==> config.mk <==
export PLATFORM = sky130hd
export DESIGN_NAME = ps2_transmit
export DESIGN_NICKNAME = d
export VERILOG_FILES = /design/src/rtl/ps2_pkg.sv /design/src/rtl/ps2_sync.sv /design/src/rtl/ps2_transmit.sv
export SDC_FILE = /design/constraint.sdc
export NUM_CORES = 1
export LEC_CHECK = 0
export ABC_AREA = 0
export CAP_MARGIN = 20
export CORE_UTILIZATION = 60
export CTS_CLUSTER_DIAMETER = 50
export DETAILED_ROUTE_END_ITERATION = 10
export GPL_TIMING_DRIVEN = 0
export PLACE_DENSITY = 0.81
export SYNTH_ARGS = -nofsm -noshare
export SYNTH_HDL_FRONTEND = slang
export SYNTH_SLANG_ARGS = --single-unit
==> constraint.sdc <==
create_clock -name clock50 -period 5.9 [get_ports clock50]
set_input_delay 0.59 -clock clock50 [delete_from_list [all_inputs] [get_ports clock50]]
set_output_delay 0.59 -clock clock50 [all_outputs]
set_load 0.05 [all_outputs]
==> src/rtl/ps2_pkg.sv <==
// Shared types and defaults for the PS/2 host-to-device transmitter.
// The state encoding and timing defaults live here so all files agree.
package ps2_pkg;

  typedef enum logic [2:0] {
    S_IDLE,
    S_INHIBIT,
    S_REQUEST,
    S_SHIFT,
    S_ACK,
    S_WAITIDLE,
    S_DONE,
    S_ERROR
  } state_t;

  localparam int INHIBIT_DEF = 5000;
  localparam int TIMEOUT_DEF = 750000;

  function automatic logic odd_parity(input logic [7:0] d);
    return ~^d;
  endfunction

endpackage

==> src/rtl/ps2_sync.sv <==
// Two-flop synchronizer for a raw PS/2 line with a falling-edge strobe.
// Everything resets high, the idle level of an open-drain PS/2 line.
module ps2_sync (
  input  logic clk,
  input  logic rst,
  input  logic line,
  output logic level,
  output logic fall
);

  logic meta;
  logic prev;

  always_ff @(posedge clk or posedge rst) begin
    if (rst) begin
      meta  <= 1'b1;
      level <= 1'b1;
      prev  <= 1'b1;
    end else begin
      meta  <= line;
      level <= meta;
      prev  <= level;
    end
  end

  assign fall = prev & ~level;

endmodule

==> src/rtl/ps2_transmit.sv <==
// PS/2 host-to-device byte transmitter: inhibit, request-to-send,
// shift data/parity/stop on device clock falls, then check the ACK.
module ps2_transmit
  import ps2_pkg::*;
#(
  parameter int INHIBIT_CYCLES = INHIBIT_DEF,
  parameter int TIMEOUT_CYCLES = TIMEOUT_DEF
) (
  input  logic       clock50,
  input  logic       reset,
  input  logic       ps2_clk_i,
  input  logic       ps2_dat_i,
  output logic       ps2_clk_oe,
  output logic       ps2_dat_oe,
  input  logic [7:0] tx_data,
  input  logic       tx_start,
  output logic       tx_busy,
  output logic       tx_done,
  output logic       tx_error
);

  localparam int IW = $clog2(INHIBIT_CYCLES) + 1;
  localparam int TW = $clog2(TIMEOUT_CYCLES) + 1;
  localparam logic [IW-1:0] INH_LAST = IW'(INHIBIT_CYCLES - 1);
  localparam logic [TW-1:0] TO_LAST  = TW'(TIMEOUT_CYCLES - 1);

  state_t state;
  state_t next;

  logic          clk_s;
  logic          clk_fall;
  logic          dat_m;
  logic          dat_s;
  logic [IW-1:0] inh_cnt;
  logic [TW-1:0] to_cnt;
  logic [8:0]    sh;
  logic [3:0]    bcnt;
  logic          bit_low;
  logic          timed_out;
  logic          inh_last;
  logic          to_run;
  logic          shift_en;

  ps2_sync u_clk_sync (
    .clk   (clock50),
    .rst   (reset),
    .line  (ps2_clk_i),
    .level (clk_s),
    .fall  (clk_fall)
  );

  always_ff @(posedge clock50 or posedge reset) begin
    if (reset) begin
      dat_m <= 1'b1;
      dat_s <= 1'b1;
    end else begin
      dat_m <= ps2_dat_i;
      dat_s <= dat_m;
    end
  end

  assign inh_last  = (inh_cnt == INH_LAST);
  assign timed_out = (to_cnt == TO_LAST);

  always_ff @(posedge clock50 or posedge reset) begin
    if (reset) state <= S_IDLE;
    else       state <= next;
  end

  always_comb begin
    next = state;
    unique case (state)
      S_IDLE: begin
        if (tx_start) next = S_INHIBIT;
      end
      S_INHIBIT: begin
        if (inh_last) next = S_REQUEST;
      end
      S_REQUEST: begin
        if (timed_out)     next = S_ERROR;
        else if (clk_fall) next = S_SHIFT;
      end
      S_SHIFT: begin
        if (timed_out)
          next = S_ERROR;
        else if (clk_fall && bcnt == 4'd9)
          next = S_ACK;
      end
      S_ACK: begin
        if (timed_out)     next = S_ERROR;
        else if (clk_fall) next = dat_s ? S_ERROR : S_WAITIDLE;
      end
      S_WAITIDLE: begin
        if (timed_out)          next = S_ERROR;
        else if (clk_s && dat_s) next = S_DONE;
      end
      S_DONE:  next = S_IDLE;
      S_ERROR: next = S_IDLE;
      default: next = S_IDLE;
    endcase
  end

  always_comb begin
    ps2_clk_oe = 1'b0;
    ps2_dat_oe = 1'b0;
    tx_busy    = (state != S_IDLE);
    tx_done    = (state == S_DONE);
    tx_error   = (state == S_ERROR);
    unique case (1'b1)
      (state == S_INHIBIT): begin
        ps2_clk_oe = 1'b1;
        ps2_dat_oe = inh_last;
      end
      (state == S_REQUEST): ps2_dat_oe = 1'b1;
      (state == S_SHIFT):   ps2_dat_oe = bit_low;
      default: ;
    endcase
  end

  // The watchdog spans the whole device-clocked part of the frame.
  assign to_run = (state == S_REQUEST) || (state == S_SHIFT) ||
                  (state == S_ACK) || (state == S_WAITIDLE);

  // Edge 1 arrives in REQUEST; edges 2..9 in SHIFT; edge 10 releases.
  assign shift_en = clk_fall &&
                    ((state == S_REQUEST) ||
                     (state == S_SHIFT && bcnt != 4'd9));

  always_ff @(posedge clock50 or posedge reset) begin
    if (reset) begin
      inh_cnt <= '0;
      to_cnt  <= '0;
      sh      <= '0;
      bcnt    <= '0;
      bit_low <= 1'b0;
    end else begin
      inh_cnt <= (state == S_INHIBIT) ? inh_cnt + 1'b1 : '0;
      to_cnt  <= to_run ? to_cnt + 1'b1 : '0;
      if (state == S_IDLE && tx_start) begin
        sh      <= {odd_parity(tx_data), tx_data};
        bcnt    <= '0;
        bit_low <= 1'b0;
      end else if (shift_en) begin
        bit_low <= ~sh[0];
        sh      <= {1'b0, sh[8:1]};
        bcnt    <= bcnt + 4'd1;
      end
    end
  end

endmodule

==> results.yml <==
status:
  violations: "DRC"
  outcome: "complete, but fails checks"
placed_design:
  port_buffers: 17
  placed_area_um2: 3088
  pre_cts_ws_ns: 2.980
  hpwl_mm: 3.865
  gp_congestion: 0.8573
synthesis:
  syn_area_um2: 2825
  synth_ff_type: "dfrtp_1"
  synth_area_leaders: "dfrtp_1, xor2_1, nor2_1"
  yosysSeqAreaShare_pct: 50.71
  yosysWarnings: 0
  async_reset_ff_share_pct: 100.0
  syn_inst: 286
  synth_top_area_share_pct: 46.06
  ys_ff_latch: 57
  synth_cell_types: 50
  synth_common_cells: "dfrtp_1, nor2_1, nand2_1"
  synth.largest_area_cell: "dfrtp_1"
  synth.most_common_cell: "dfrtp_1"
  syn_nets: 303
  synth-edff-count: 0
  syn_area_per_cell_um2: 9.878
sta:
  rsz0062_at_grt: "false"
  slew_headroom_pct: 51.17
  setup_viol: 0
  finalCritPeriodShare_pct: 55.60
  slew_viol_final: 0
  setup_tns_ns: 0
  period_minus_slack_ns: 3.281
  hold_viol: 0
  skew_ns: 0.005324
  max_freq_mhz: 304.8
  fin_ws_ns: 2.619
  worst_pin_slew_ns: 0.7257
floorplanning:
  core_area_um2: 4444
  dieArea_um2: 4987
  start_util_pct: 63.57
  die_h_um: 70.62
  num_rows: 24
  die_w_um: 70.62
  boundaryPins: 18
drt:
  via_per_inst: 5.715
  wire_per_inst_um: 14.81
  drc_errors: 2
  drtAntennaViolNets: 0
  via_count: 2126
  wl_mm: 5.511
  first_pass_iters: 7
  drt-initial-drc-count: 122
power_and_ir_drop:
  irDropWorstVdd_uv: 275.5
  power_density_nw_per_um2: 389.6
  p_leak_nw: 1.397
layout:
  final_nets: 332
  final_cell_area_um2: 3262
  antenna_cells: 0
  drive_above_1_share_pct: 10.94
  area_growth_pct: 15.46
  n_fill_cell: 326
critical_path:
  startpoint_type: "flop"
  end_kind: "output port"
  required_ns: 5.31
  crit_fanout: 6
  worstPathArrival_ns: 2.69
  path_class: "reg2out"
global_routing:
  grt_usage_pct: 25.71
  grt_max_degree: 45
  grt_pass1_wl_mm: 9.756
  grt.overflow.total: 0
  grt_pass1_vias: 2134
  antenna_found_initial: 0
worst_hold_path:
  hp-class: "reg2reg"
job:
  drv_cap: 0
clock_network:
  path_clk_slew_ns: 0.06
  clk_latency_ns: 0.33
  cts_root_buf: "clkbuf_8"
  cts_htree_levels: 3
  cts_resized: 0
  cts_hold_buf: 0
  post_cts_buffers: 0
  numCtsBuffers: 9
  clockBufferDepth: 2
  cts_tree: "yes"
  clkSinkCount: 57
==> stage by stage <==
step,cells,power (mW),hold WS (ns),util (%)
final,372,1.271,0.3695,73.40
after global routing,372,1.350,0.3670,73.40
after CTS,372,1.279,0.3678,73.40
after detailed placement,356,0.9597,0.3542,69.48
after global placement,355,0.9404,0.3461,68.86
after floorplan,286,0.8347,0.3452,-
==> layer usage <==
| layer | part of all wire (%) | global-route usage [%] | routed length, um | vias to the layer above |
|---|---|---|---|---|
| li1 | - | - | - | 1044 |
| met5 | 0 | 0 | 0 | - |
| met2 | 47 | 39.70 | 2606 | 51 |
| met4 | 2.4 | 16.22 | 133 | 0 |
| met1 | 47 | 33.56 | 2572 | 1019 |
| met3 | 3.6 | 5.271 | 199 | 12 |
==> cell type report <==
cell class,count,area (um^2),share of cell area [%]
Inverter,7,26.28,0.8055
Clock buffer,13,158.9,4.871
Buffer,9,62.56,1.918
Clock inverter,3,15.01,0.4603
Multi-Input combinational cell,213,1304,39.97
Timing Repair Buffer,18,197.7,6.061
Sequential cell,57,1433,43.92
Tap cell,52,65.06,1.995
==> sequential cells by signal, summed over array words and instances, names as in the netlist <==
register,flops
bcnt,4
bit_low,1
dat_m,1
dat_s,1
inh_cnt,14
sh,9
state,3
to_cnt,21
u_clk_sync.level,1
u_clk_sync.meta,1
u_clk_sync.prev,1
==> kinds of logic (layout without fill, tap and decap cells) <==
logic type	after synthesis	in the layout	share of synthesized area, %
multiplexers	1	1	0.5313
buffers and inverters	16	50	3.145
XOR/XNOR	37	37	11.47
flip-flops	57	57	50.71
adder cells (fa/ha/maj)	4	4	1.772
AO/OA/AOI/OAI	33	33	8.149
AND/OR/NAND/NOR	138	138	24.23
==> critical path, cell delays in order (launching register included) <==
cell	delay [ns]
dfrtp_1	0.45
or4b_1	0.53
nor4_2	0.35
o21ai_0	0.12
nor2_1	0.11
clkdlybuf4s50_1	0.81
==> worst paths after layout <==
path,from,end,slack [ns],cells after the start
max in group asynchronous,reset,dat_s,4.81,3
worst max register to register,bcnt[0],sh[5],3.78,7
worst min register to register,dat_m,dat_s,0.37,0
min in group asynchronous,reset,to_cnt[15],0.53,2
worst min-delay path,dat_m,dat_s,0.37,0
worst max-delay path,inh_cnt[3],ps2_dat_oe,2.62,5
==> power breakdown <==
part           internal [mW]  switching (mW)
registers              0.456          0.0403
clock network          0.173           0.145
logic                  0.174           0.282
total                  0.803           0.468
==> cell usage in the layout, fill, tap and decap left out, drive strengths merged, types with 2 or more instances in the layout <==
cell type	instances
nor2	46
xnor2	17
nor3	4
ha	4
a21oi	4
nand3b	2
nand3	15
a22oi	8
o21ai	10
inv	7
or2b	2
clkbuf	19
nor4	3
clkdlybuf4s50	17
buf	4
or4b	2
xor2	20
dfrtp	52
dfstp	5
nor4b	2
or3	4
nand4	10
nand2	33
clkinv	3
and3	6
No activity file was read; power rests on OpenSTA's default activity.
